--- src/rtl/sprite_blitter.sv ---
// sprite_blitter
//   Avalon-MM programmable sprite engine placed between the VGA timing
//   generator and the colour outputs. Palette indices are fetched from an
//   external synchronous sprite RAM and mapped through a writable palette
//   to 12-bit RGB. Supports transparency, horizontal flip, vsync-latched
//   position/frame updates and automatic frame animation.
//
// Ports
//   CLK, RESET              system clock, synchronous active-high reset
//   AVL_*                   Avalon-MM slave (one-cycle writes, registered reads)
//   DRAW_X/DRAW_Y/BLANK     current raster position, BLANK high = visible
//   VSYNC                   vertical sync from the timing generator
//   SPR_ADDR/SPR_DATA       sprite RAM read port, data RAM_LAT cycles after address
//   RED/GREEN/BLUE          pixel colour, PIX_VALID high on opaque sprite pixels
//
// Register map (word address)
//   0 CTRL    [0] enable [1] anim_en [2] hflip [8+:PAL_BITS] transparent index
//   1 POS     [9:0] X [25:16] Y (shadow, loaded on vsync)
//   2 FRAME   [7:0] frame (write shadow, read active) [31:24] anim period
//   3 STATUS  [15:0] vsync count [16] frame write pending
//   8..       PALETTE [11:0] RGB 4:4:4
module sprite_blitter #(
    parameter int SPR_W      = 60,
    parameter int SPR_H      = 60,
    parameter int NUM_FRAMES = 4,
    parameter int PAL_BITS   = 3,
    parameter int RAM_LAT    = 1,
    parameter int ADDR_W     = 17
) (
    input  logic                CLK,
    input  logic                RESET,
    input  logic                AVL_READ,
    input  logic                AVL_WRITE,
    input  logic                AVL_CS,
    input  logic [3:0]          AVL_BYTE_EN,
    input  logic [4:0]          AVL_ADDR,
    input  logic [31:0]         AVL_WRITEDATA,
    output logic [31:0]         AVL_READDATA,
    input  logic [9:0]          DRAW_X,
    input  logic [9:0]          DRAW_Y,
    input  logic                BLANK,
    input  logic                VSYNC,
    output logic [ADDR_W-1:0]   SPR_ADDR,
    input  logic [PAL_BITS-1:0] SPR_DATA,
    output logic [3:0]          RED,
    output logic [3:0]          GREEN,
    output logic [3:0]          BLUE,
    output logic                PIX_VALID
);

    localparam int NPAL = 1 << PAL_BITS;
    localparam logic [5:0]        PAL_END    = 6'(8 + NPAL);
    localparam logic [10:0]       SPR_W11    = 11'(SPR_W);
    localparam logic [10:0]       SPR_H11    = 11'(SPR_H);
    localparam logic [8:0]        NF9        = 9'(NUM_FRAMES);
    localparam logic [ADDR_W-1:0] FRAME_SZ_A = ADDR_W'(SPR_W * SPR_H);
    localparam logic [ADDR_W-1:0] SPR_W_A    = ADDR_W'(SPR_W);

    // Saturate a written frame number to the last stored frame.
    function automatic logic [7:0] clamp_frame(input logic [7:0] f);
        if ({1'b0, f} >= NF9) return 8'(NUM_FRAMES - 1);
        return f;
    endfunction

    function automatic logic [7:0] next_frame(input logic [7:0] f);
        if (f == 8'(NUM_FRAMES - 1)) return 8'd0;
        return f + 8'd1;
    endfunction

    logic                ctrl_en, ctrl_anim, ctrl_hflip;
    logic [PAL_BITS-1:0] trans_idx;
    logic [9:0]          shadow_x, shadow_y, act_x, act_y;
    logic [7:0]          shadow_frame, act_frame, anim_period, anim_cnt;
    logic                frame_pend;
    logic [15:0]         vs_cnt;
    logic                vs_prev;
    logic [11:0]         palette [NPAL];

    logic                vs_edge, wr_en, rd_en, pal_hit;
    logic [PAL_BITS-1:0] pal_sel;
    logic [31:0]         rd_mux;
    logic                unused_wd;

    assign vs_edge   = VSYNC & ~vs_prev;
    assign wr_en     = AVL_WRITE & AVL_CS;
    assign rd_en     = AVL_READ & AVL_CS;
    assign pal_hit   = (AVL_ADDR >= 5'd8) && ({1'b0, AVL_ADDR} < PAL_END);
    assign pal_sel   = PAL_BITS'(AVL_ADDR - 5'd8);
    assign unused_wd = ^AVL_WRITEDATA[15:12];

    always_comb begin
        rd_mux = '0;
        case (AVL_ADDR)
            5'd0: begin
                rd_mux[2:0]           = {ctrl_hflip, ctrl_anim, ctrl_en};
                rd_mux[8 +: PAL_BITS] = trans_idx;
            end
            5'd1: begin
                rd_mux[9:0]   = shadow_x;
                rd_mux[25:16] = shadow_y;
            end
            5'd2: begin
                rd_mux[7:0]   = act_frame;
                rd_mux[31:24] = anim_period;
            end
            5'd3: begin
                rd_mux[15:0] = vs_cnt;
                rd_mux[16]   = frame_pend;
            end
            default: begin
                if (pal_hit) rd_mux[11:0] = palette[pal_sel];
            end
        endcase
    end

    // Register file, vsync-latched state and Avalon read port.
    always_ff @(posedge CLK) begin
        if (RESET) begin
            ctrl_en      <= 1'b0;
            ctrl_anim    <= 1'b0;
            ctrl_hflip   <= 1'b0;
            trans_idx    <= '0;
            shadow_x     <= '0;
            shadow_y     <= '0;
            act_x        <= '0;
            act_y        <= '0;
            shadow_frame <= '0;
            act_frame    <= '0;
            anim_period  <= '0;
            anim_cnt     <= '0;
            frame_pend   <= 1'b0;
            vs_cnt       <= '0;
            vs_prev      <= 1'b0;
            AVL_READDATA <= '0;
            for (int i = 0; i < NPAL; i++) palette[i] <= '0;
        end else begin
            vs_prev <= VSYNC;

            if (vs_edge) begin
                vs_cnt <= vs_cnt + 16'd1;
                act_x  <= shadow_x;
                act_y  <= shadow_y;
                if (frame_pend) begin
                    act_frame  <= shadow_frame;
                    frame_pend <= 1'b0;
                    anim_cnt   <= '0;
                end else if (ctrl_anim && (anim_period != 8'd0)) begin
                    if (anim_cnt == anim_period - 8'd1) begin
                        anim_cnt  <= '0;
                        act_frame <= next_frame(act_frame);
                    end else begin
                        anim_cnt <= anim_cnt + 8'd1;
                    end
                end
            end

            // Placed after the vsync block so a FRAME write landing on the
            // edge re-arms pending for the following edge.
            if (wr_en) begin
                case (AVL_ADDR)
                    5'd0: begin
                        if (AVL_BYTE_EN[0]) {ctrl_hflip, ctrl_anim, ctrl_en} <= AVL_WRITEDATA[2:0];
                        if (AVL_BYTE_EN[1]) trans_idx <= AVL_WRITEDATA[8 +: PAL_BITS];
                    end
                    5'd1: begin
                        if (AVL_BYTE_EN[0]) shadow_x[7:0] <= AVL_WRITEDATA[7:0];
                        if (AVL_BYTE_EN[1]) shadow_x[9:8] <= AVL_WRITEDATA[9:8];
                        if (AVL_BYTE_EN[2]) shadow_y[7:0] <= AVL_WRITEDATA[23:16];
                        if (AVL_BYTE_EN[3]) shadow_y[9:8] <= AVL_WRITEDATA[25:24];
                    end
                    5'd2: begin
                        if (AVL_BYTE_EN[0]) begin
                            shadow_frame <= clamp_frame(AVL_WRITEDATA[7:0]);
                            frame_pend   <= 1'b1;
                        end
                        if (AVL_BYTE_EN[3]) anim_period <= AVL_WRITEDATA[31:24];
                    end
                    default: begin
                        if (pal_hit) begin
                            if (AVL_BYTE_EN[0]) palette[pal_sel][7:0]  <= AVL_WRITEDATA[7:0];
                            if (AVL_BYTE_EN[1]) palette[pal_sel][11:8] <= AVL_WRITEDATA[11:8];
                        end
                    end
                endcase
            end

            if (rd_en) AVL_READDATA <= rd_mux;
        end
    end

    // S0: hit test and address generation. A negative offset wraps to a
    // large 11-bit value and fails the bounds check, which also clips at
    // the right screen edge.
    logic [10:0]       dx, dy, col;
    logic              hit;
    logic [ADDR_W-1:0] addr_calc;

    assign dx        = {1'b0, DRAW_X} - {1'b0, act_x};
    assign dy        = {1'b0, DRAW_Y} - {1'b0, act_y};
    assign hit       = BLANK && ctrl_en && (dx < SPR_W11) && (dy < SPR_H11);
    assign col       = ctrl_hflip ? (SPR_W11 - 11'd1 - dx) : dx;
    assign addr_calc = ADDR_W'(act_frame) * FRAME_SZ_A + ADDR_W'(dy) * SPR_W_A + ADDR_W'(col);

    logic               vld_p0;
    logic [RAM_LAT-1:0] vld_p1;

    always_ff @(posedge CLK) begin
        if (RESET) begin
            SPR_ADDR  <= '0;
            vld_p0    <= 1'b0;
            vld_p1    <= '0;
            RED       <= '0;
            GREEN     <= '0;
            BLUE      <= '0;
            PIX_VALID <= 1'b0;
        end else begin
            // S0 -> S1: address to sprite RAM
            vld_p0   <= hit;
            SPR_ADDR <= hit ? addr_calc : '0;

            // S1..S(RAM_LAT): hit follows the RAM read latency
            vld_p1[0] <= vld_p0;
            for (int i = 1; i < RAM_LAT; i++) vld_p1[i] <= vld_p1[i-1];

            // final stage: palette lookup and transparency
            if (vld_p1[RAM_LAT-1] && (SPR_DATA != trans_idx)) begin
                {RED, GREEN, BLUE} <= palette[SPR_DATA];
                PIX_VALID          <= 1'b1;
            end else begin
                {RED, GREEN, BLUE} <= 12'd0;
                PIX_VALID          <= 1'b0;
            end
        end
    end

endmodule

--- config.mk ---
export PLATFORM = sky130hd
export DESIGN_NAME = sprite_blitter
export DESIGN_NICKNAME = d
export VERILOG_FILES = /design/src/rtl/sprite_blitter.sv
export SDC_FILE = /design/constraint.sdc
export NUM_CORES = 1
export LEC_CHECK = 0
export ABC_AREA = 1
export CAP_MARGIN = 20
export CORE_UTILIZATION = 35
export DETAILED_ROUTE_END_ITERATION = 6
export PLACE_DENSITY_LB_ADDON = 0.15
export SKIP_LAST_GASP = 1
export SYNTH_ARGS = -nofsm -noshare
export SYNTH_HDL_FRONTEND = slang
export SYNTH_SLANG_ARGS = --single-unit
--- constraint.sdc ---
create_clock -name CLK -period 6.3 [get_ports CLK]
set_input_delay 1.26 -clock CLK [delete_from_list [all_inputs] [get_ports CLK]]
set_output_delay 1.26 -clock CLK [all_outputs]
set_load 0.01 [all_outputs]
**Yosys cells after proc, flatten, opt, wreduce, memory -nomap -nowiden**

Memory sizes are Yosys's and may differ from the RTL's. A register that Yosys moved wholly into a read port is not among the register bits.
Cells that the tools add are included.

- $lt $le $gt $ge: 5
- Multipliers: 2
- Bitwise gates (word level): 6
- Add/subtract/negate cells: 10
- Mux-type cells: 55
- Reduce and logical (&&, ||, !) cells: 25
- Equal/unequal tests: 6

Operator list:

| cell | count |
|---|---|
| two-way mux 8 bit | 10 |
| two-way mux 1 bit | 30 |
| AND reduction 3 bit | 9 |
| two-way mux 12 bit | 2 |
| less-than comparator 11 x 6 -> 1 bit, second input constant | 2 |
| subtractor 10 x 10 -> 11 bit | 2 |
| case mux 5 bit (4 select lines) | 1 |
| adder 17 x 11 -> 17 bit | 1 |
| adder 17 bit | 1 |
| adder 16 x 1 -> 16 bit, second input constant | 1 |
| adder 8 x 1 -> 8 bit, second input constant | 2 |
| multiplier 11 x 4 -> 15 bit, second input constant | 1 |
| multiplier 8 x 8 -> 13 bit, second input constant | 1 |
| case mux 3 bit (4 select lines) | 1 |
| OR reduction 12 bit | 1 |
| two-way mux 11 bit | 1 |
| subtractor 6 x 11 -> 11 bit, first input constant | 1 |
| equality test 5 x 2 -> 1 bit, second input constant | 2 |
| equality test 8 x 2 -> 1 bit, second input constant | 1 |
| equality test 8 bit | 1 |
| >= comparator 8 x 3 -> 1 bit, second input constant | 1 |
| case mux 2 bit (4 select lines) | 1 |
| nonzero test 8 bit | 1 |
| subtractor 8 x 1 -> 8 bit, second input constant | 1 |
| 21 further kinds | 34 |

- Memories: 1
- Flip-flop bits (word level): 148
- Output and inout port bits: 62
- Bits in writable memories: 96
- Input bits: 71

Memory list:

| name | words | width | rd ports | clocked after Yosys merged registers in | write ports | RTL line | text |
|---|---|---|---|---|---|---|---|
| palette | 8 | 12 | 2 | 1 | 8 | 77 | `logic [11:0] palette [NPAL];` |

**Logic depth before layout (Yosys ltp)**

Gate-level depths: netlist of run 1.

- Depth after elaboration: 11
- Mapped depth: 38
- Gate-level depth less buffers: 38

**Worst setup path before layout of run 1**

Ideal clock, no wire load.

- Kind: input -> register
- Start: input DRAW_Y[0]
- End: register SPR_ADDR[15]
- Library setup time: 0.061 ns
- Path slack: 0.247 ns
- Arrival: 5.992 ns
- Stages: 32
- Required time: 6.239 ns
- Buffers on the path: 0
- Cell sequence: inv_1 > ha_1 > fa_1 > nand3b_1 > nand2_2 > nand2_1 > nand2_2 > nand2_1 > nand2_2 > inv_1 > ha_1 > inv_1 > ha_1 > inv_1 > fa_1 > inv_1 > ha_1 > nand2_1 > inv_1 > nand4_1 > nand3_1 > a21boi_0 > xnor2_1 > ha_1 > ha_1 > inv_1 > nor3_1 > nand3_1 > nand4_1 > xor2_1 > inv_1 > nor2_4

- Longest elaborated chain between the ends: 5
- Elaborated cells on any way between the ends: 8
- Classes of those cells: add/sub (3); mul (1); order compare (1); bitwise (1); reduce/logical (2)

RTL lines:

| what | RTL line | text |
|---|---|---|
| start, declared | 40 | `input logic [9:0] DRAW_Y,` |
| subtractor 10 x 10 -> 11 bit (*) | 199 | `assign dy = {1'b0, DRAW_Y} - {1'b0, act_y};` |
| branches (longest 4 deep; another with adder 17 bit) | -- |  |
| end signal, assigned | 219 | `SPR_ADDR <= hit ? addr_calc : '0;` |
| end, declared | 43 | `output logic [ADDR_W-1:0] SPR_ADDR,` |

Every way passes the cells marked *.
A chain may end at the register's enable or synchronous reset.

**Final worst setup path of run 1**

- Start: input DRAW_Y[0]
- End: register SPR_ADDR[16]

The elaborated chain is that of the path after synthesis.

==> key figures, run 1 <==
Cells and area
  • Finished Layout Cells: around 2,800
  • Nets: 2,363
  • Synth-to-layout area growth: 24.0%
  • Antenna Cells: 0
  • Fraction of layout cells with a size suffix above 1: 0.104

Min path
  • HP Start: shadow_frame[7]
  • Worst Hold End: shadow_frame[7]
  • Worst hold path depth: 2
  • Hold Crit Class: register to register

Clocking
  • CTS tree: built
  • Bufs on Longest Clock Path: 3
  • Clock Latency Late Sink: 580 ps
  • Total clock sinks: between 200 and 300
  • Clock slew at reported path FFs: roughly 60 ps
  • Root Buffer: clkbuf_16
  • H-tree depth: 1
  • CTS Hold Buffers Added: 0
  • CTS buffer count: 29

Routing
  • 1st-pass router iterations: 5
  • DR vias: approximately 14,000
  • Post-route ant nets: 0
  • Drc violations: 0
  • Avg Vias per Cell: 4.96
  • Drt wl/cell: approximately 16 um
  • Initial DRC count: 892
  • Final wirelength: around 45 mm

Timing
  • Fmax: between 0.15 and 0.2 GHz
  • Final period util: 0.952
  • RSZ-0062 raised after global routing: true
  • Max Clock Skew: between 20 and 25 ps
  • Min Tclk post-route: roughly 6000 ps
  • Slew @ Worst Pin: ~860 ps
  • Final setup fails: 0
  • Hold Vio Cnt, Final: 0
  • Final slew viol count: 0
  • Rel. slew slack: 0.423

Synth
  • Mapped Area: approximately 0.015 mm2
  • Syn Inst Count: 1,969
  • Register area share after synthesis: 0.397
  • Synth unique cells: 49
  • Synth Area per Inst: 7.78 um2
  • Synth warn: 0
  • EDFF count, synth: 96
  • Flops & latches, synth: about 260
  • Syn_nets: around 2,200
  • Ys async rst share: 0
  • Top FF cell, synth: dfxtp_1

Power and ir drop
  • Peak VDD IR: about 0.54 mV
  • Leak: between 8 and 9 nW
  • Sw Share: 0.391
  • Sequential Power Share: 0.202
  • Comb pwr share: 0.605
  • Clk network pwr share: 0.193
  • Power Total: about 8.9 mW
  • Net Switching: roughly 3.5 mW
  • Pwr dens: ~470 mW/mm2
  • Int Power: 5.42 mW

Worst setup path
  • Reg2reg end: SPR_ADDR[16]
  • Worst Path Buf+Inv: 10
  • R2R setup slack: approximately 1200 ps
  • CP endpoint kind: register
  • Reg-to-Reg Start: act_y[2]
  • Worst Reg-to-Reg Cells: 32
  • Most used cell, CP: inv_1
  • CP delay by family, top: adder cells
  • WP data arrival: about 6500 ps
  • Worst EP required: between 6000 and 7000 ps
  • CP peak stage delay: roughly 490 ps
  • Setup CP Type: input pin to register
  • Peak fanout along the critical path: 3
  • CP max stage cell: fa_1
  • CP startpoint kind: input pin

Die
  • DIE AREA: about 0.045 mm2
  • Die width: ~210 um
  • Starting density of the core: 0.356
  • Cell Rows: 76
  • IO Pins: between 100 and 150
  • Die height: roughly 210 um
  • Core ar.: about 0.043 mm2

Placed design
  • Global placer's final weighted congestion: between 0.8 and 0.9
  • HPWL after detailed placement: about 34 mm
  • DP Cell Count: approximately 2,700
  • Port Buffers: around 130

Flow run
  • Max-cap viol count: 0

GRT
  • Initial antenna violation count: 0
  • All-Layer GR Usage: 0.200
  • First-pass GRT wire length: between 70 and 80 mm
  • Gr ovfl total: 0
  • Pin count of the biggest net entering global routing: 65
  • Via count of the first global-routing pass: around 13,000

Outcome
  • Status: complete, no violations
[stage by stage]
stage / hold WS (ps) / cell area [um2] / utilization / TNS [ps] / setup slack, ps
floorplan: 388 / 15300 / - / 0 / 247
global placement: 435 / 17800 / 0.414 / -3590 / -528
detailed placement: 437 / 17800 / 0.414 / -4370 / -582
CTS: 446 / 18800 / 0.436 / 0 / 8.41
global route: 456 / 19000 / 0.441 / -23.6 / -16.3
finish: 447 / 19000 / 0.441 / 0 / 304
[power groups by stage]
stage	Clock [mW]	Combinational, mW	Sequential, mW
6_report	1.71	5.38	1.80
5_1_grt	1.82	6.01	1.80
4_1_cts	1.75	4.89	1.80
3_5_place_dp	0	4.87	1.83
3_3_place_gp	0	4.83	1.83
2_1_floorplan	0	2.77	1.83
[synthesized netlist by cell type (2+ instances only)]
master | instances | area share
nand3_1 | 77 | 0.025
o21ai_1 | 4 | 0.0013
inv_1 | 255 | 0.062
xor2_1 | 39 | 0.022
edfxtp_1 | 96 | 0.19
clkinv_1 | 12 | 0.0029
nand3b_1 | 11 | 0.0054
clkbuf_1 | 52 | 0.013
nand2_1 | 288 | 0.071
nor3b_1 | 2 | 0.00098
buf_2 | 7 | 0.0023
a31oi_1 | 16 | 0.0065
dfxtp_1 | 160 | 0.21
a21o_1 | 3 | 0.0015
o211ai_1 | 11 | 0.0054
o21bai_1 | 4 | 0.0020
a221oi_1 | 4 | 0.0023
nor4_1 | 3 | 0.0012
xnor2_1 | 16 | 0.0091
o21a_1 | 3 | 0.0015
o21ai_0 | 164 | 0.054
a21oi_1 | 146 | 0.048
nor3_1 | 31 | 0.010
o22ai_1 | 57 | 0.023
nor2_2 | 6 | 0.0025
nand4_1 | 21 | 0.0086
ha_1 | 99 | 0.081
nor2_4 | 11 | 0.0081
a22o_1 | 2 | 0.0011
fa_1 | 28 | 0.037
buf_1 | 6 | 0.0015
inv_2 | 5 | 0.0012
nand2_2 | 18 | 0.0074
a22oi_1 | 3 | 0.0015
o221ai_1 | 2 | 0.0011
nor2_1 | 292 | 0.072
a21boi_0 | 3 | 0.0015
[placed cells by master, fill, tap and decap left out, drive strengths merged]
master,count
a21boi,3
a21o,3
a21oi,147
a221oi,4
a22o,2
a22oi,3
a31oi,16
and3,1
buf,105
bufinv,2
clkbuf,36
clkdlybuf4s50,128
clkinv,25
clkinvlp,3
dfxtp,160
edfxtp,96
fa,28
ha,99
inv,260
nand2,306
nand3,78
nand3b,11
nand4,21
nor2,309
nor3,32
nor3b,2
nor4,3
o2111ai,1
o211ai,11
o21a,3
o21ai,168
o21bai,4
o221ai,2
o22ai,57
or2,2
xnor2,17
xor2,40
[layout make-up]
type                    instances  area (um2)
fillers                      4345       24100
well taps                     585         732
inverters                     272        1020
repair buffers                233        2080
flip-flops and latches        256        6090
multi-input cells            1373        8120
clock inverters                18         160
clock buffers                  36         805
[flip-flops by register name, indices dropped and copies added (netlist names), 4 cells and up]
signal / cells
act_x: 10
anim_period: 8
palette: 96
shadow_x: 10
shadow_y: 10
SPR_ADDR: 17
AVL_READDATA: 32
anim_cnt: 8
RED: 4
act_y: 10
shadow_frame: 8
GREEN: 4
act_frame: 8
BLUE: 4
vs_cnt: 16
[worst register-to-register path, delay by kind of cell (launching register included)]
family          cells  cell delay [ps]
fa+ha+maj           6             2030
xor+xnor            2              360
buf+inv            10              820
compound gates      4              580
flops               1              300
simple gates       10              890
[worst max-delay path by stage]
stage / startpoint / to / slack (ps) / cells past startpoint
3_5_place_dp: DRAW_Y[0] / SPR_ADDR[16] / -580 / 33
3_3_place_gp: DRAW_Y[0] / SPR_ADDR[16] / -530 / 31
2_1_floorplan: DRAW_Y[0] / SPR_ADDR[15] / 250 / 32
6_report: DRAW_Y[0] / SPR_ADDR[16] / 300 / 33
5_1_grt: DRAW_Y[0] / SPR_ADDR[14] / -20 / 30
4_1_cts: DRAW_Y[0] / SPR_ADDR[16] / 8 / 33
[logic make-up (layout without fill, tap and decap cells)]
kind of cell,after synthesis,count (layout),synth area share
XOR/XNOR,57,57,0.0336
flip-flops,256,256,0.397
AND/OR/NAND/NOR,765,765,0.215
AO/OA/AOI/OAI,424,424,0.151
buffers and inverters,340,559,0.0857
adder cells (fa/ha/maj),127,127,0.117
[metal layers]
layer | GRT usage | wire length (um) | vias up
li1 | - | - | 6924
met1 | 0.262 | 19700 | 6386
met2 | 0.345 | 21800 | 379
met3 | 0.0278 | 2270 | 68
met4 | 0.0482 | 1120 | 0
met5 | 0 | 0 | -
[timing repair]
item                       CTS  global route
setup endpoints to repair    0             9
setup buffers                0             1
gates resized for setup      0            37
No activity file was read; power rests on OpenSTA's default activity.
==> inputs of run 2 (changes only) <==
--- a/config.mk
+++ b/config.mk
@@ -7,6 +7,7 @@
 export LEC_CHECK = 0
 export ABC_AREA = 1
 export CAP_MARGIN = 20
+export CORE_ASPECT_RATIO = 1.5
 export CORE_UTILIZATION = 35
 export DETAILED_ROUTE_END_ITERATION = 6
 export PLACE_DENSITY_LB_ADDON = 0.15
==> key figures, run 2 (synthesis results as in run 1) <==
Cells and area
  • Most frequent cells in the layout: nor2_1, nand2_1, inv_1
  • Fillers: 4,383 (+0.87%)
  • Register name with the most flops: palette
  • Max reg flops: 96 (unchanged)
  • Fraction of layout cells with a size suffix above 1: 0.115 (+0.0117)
  • Layout Utilization: 0.445 (+0.00404)
  • Synth-to-layout area growth: 25.1%
  • Commonest non-fill, non-tap cell in the layout: nor2_1
  • Nets: 2,368 (+0.21%)
  • Finished Layout Cells: 2,761 (-0.43%)
  • Top flop regs: palette: 96 flops, AVL_READDATA: 32 flops, SPR_ADDR: 17 flops
  • Antenna Cells: 0 (unchanged)

Clocking
  • Clock Latency Late Sink: 570 ps (about the same)
  • Total clock sinks: 256 (unchanged)
  • CTS tree: built
  • H-tree depth: 1 (unchanged)
  • Bufs on Longest Clock Path: 3 (unchanged)
  • CTS Hold Buffers Added: 0 (unchanged)
  • Clock slew at reported path FFs: 60 ps (about the same)
  • CTS buffer count: 27 (-6.9%)
  • Root Buffer: clkbuf_16

Timing
  • Final slew viol count: 0 (unchanged)
  • Fmax: 0.165 GHz (-1.1%)
  • Max Clock Skew: 18.4 ps (-4.73 ps)
  • Final period util: 0.963 (+0.0107)
  • Final setup fails: 0 (unchanged)
  • Rel. slew slack: 0.249 (-0.174)
  • RSZ-0062 raised after global routing: true
  • Setup TNS: 0 ps (unchanged)
  • Min Tclk post-route: 6060 ps (+67.6 ps)
  • Slew @ Worst Pin: 1130 ps (+266 ps)
  • Worst hold margin: 446 ps (-1.16 ps)
  • Hold Vio Cnt, Final: 0 (unchanged)

Routing
  • Initial DRC count: 663 (-26%)
  • Avg Vias per Cell: 4.98 (+0.35%)
  • DR vias: 13,700 (-0.080%)
  • Final wirelength: 46.4 mm (+3.4%)
  • Drt wl/cell: 16.8 um (+3.9%)
  • 1st-pass router iterations: 5 (unchanged)
  • Drc violations: 0 (unchanged)
  • Post-route ant nets: 0 (unchanged)

Worst setup path
  • Setup CP Type: input pin to register
  • CP endpoint kind: register
  • Worst EP required: 6740 ps (-50 ps)
  • CP max stage cell: fa_1
  • CP startpoint kind: input pin
  • CP peak stage delay: 550 ps (+60 ps)
  • WP data arrival: 6500 ps (about the same)
  • Peak fanout along the critical path: 4 (+1)

Placed design
  • Port Buffers: 128 (unchanged)
  • Global placer's final weighted congestion: 0.885 (+3.8%)
  • DP Cell Count: 2,709 (-0.29%)
  • HPWL after detailed placement: 35.4 mm (+5.2%)

GRT
  • First-pass GRT wire length: 72.0 mm (+2.1%)
  • Initial antenna violation count: 1 (+1)
  • Via count of the first global-routing pass: 13,500 (+2.8%)
  • Pin count of the biggest net entering global routing: 58 (-11%)
  • Gr ovfl total: 0 (unchanged)
  • All-Layer GR Usage: 0.203 (+0.00320)

Power and ir drop
  • Pwr dens: 477 mW/mm2 (+1.9%)
  • Leak: 8.24 nW (+0.67%)
  • Peak VDD IR: 0.421 mV (-22%)

Die
  • Die width: 173 um (-18%)
  • Cell Rows: 93 (+22%)
  • Core ar.: 0.0431 mm2 (about the same)
  • DIE AREA: 0.0446 mm2 (about the same)
  • Starting density of the core: 0.356 (about the same)
  • IO Pins: 133 (unchanged)
  • Die height: 258 um (+22%)

Min path
  • Hold Crit Class: register to register

Outcome
  • Status: complete, no violations

Flow run
  • Max-cap viol count: 0 (unchanged)
## run 2: changes by cell type in the layout (fill, tap and decap cells not counted), moves of 3 or more
cell      delta
clkinv_2     -3
ha_1         -6
ha_4         +5
clkinv_1     -4
buf_4        +8
## run 2: final timing paths
check	startpoint	end	slack [ps]	depth (start not counted)
setup / recovery	DRAW_Y[0]	SPR_ADDR[13]	240	25
hold / removal	shadow_frame[7]	shadow_frame[7]	450	2
setup reg to reg	act_y[0]	SPR_ADDR[13]	1070	23
hold reg to reg	shadow_frame[7]	shadow_frame[7]	450	2
## run 2: final cells by class
| cell class | instances | area [um2] | area share |
|---|---|---|---|
| well taps | 570 | 713 | 0.0372 |
| flip-flops and latches | 256 | 6090 | 0.318 |
| inverters | 272 | 1020 | 0.0533 |
| clock inverters | 14 | 178 | 0.00927 |
| clock buffers | 36 | 815 | 0.0425 |
| repair buffers | 240 | 2120 | 0.111 |
| multi-input cells | 1373 | 8230 | 0.429 |
## run 2: metal layers
layer	vias to the layer above	track usage	share of wire	wire length, um
li1	6925	-	-	-
met5	-	0	0.00028	13
met3	66	0.0206	0.033	1540
met2	311	0.403	0.55	25500
met4	2	0.0737	0.029	1360
met1	6442	0.219	0.39	18100
## run 2: per-stage QoR
| step | setup slack [ps] | power, mW | instance area [um2] |
|---|---|---|---|
| 2_1_floorplan | 247 | 4.60 | 15300 |
| 3_3_place_gp | -591 | 6.60 | 17800 |
| 3_5_place_dp | -583 | 6.63 | 17800 |
| 4_1_cts | -3.06 | 8.45 | 18800 |
| 5_1_grt | -41.0 | 9.85 | 19200 |
| 6_report | 236 | 9.13 | 19200 |
## run 2: what timing repair did
| action | 4_1_cts | 5_1_grt |
|---|---|---|
| gates resized for setup | 2 | 55 |
| setup endpoints to repair | 2 | 8 |
| pin swaps | 1 | 22 |
| setup buffers | 0 | 2 |
## run 2: critical path, delay by kind of cell
| kind | cells | cell delay [ps] |
|---|---|---|
| AO/OA/AOI/OAI | 4 | 500 |
| adder cells (fa/ha/maj) | 7 | 2720 |
| AND/OR/NAND/NOR | 5 | 520 |
| buffers and inverters | 6 | 910 |
| XOR/XNOR | 3 | 560 |
## run 2: power breakdown
part | internal, mW | switching [mW]
Clock | 1.04 | 0.725
Combinational | 2.70 | 2.87
Sequential | 1.77 | 0.0321
Total | 5.51 | 3.62
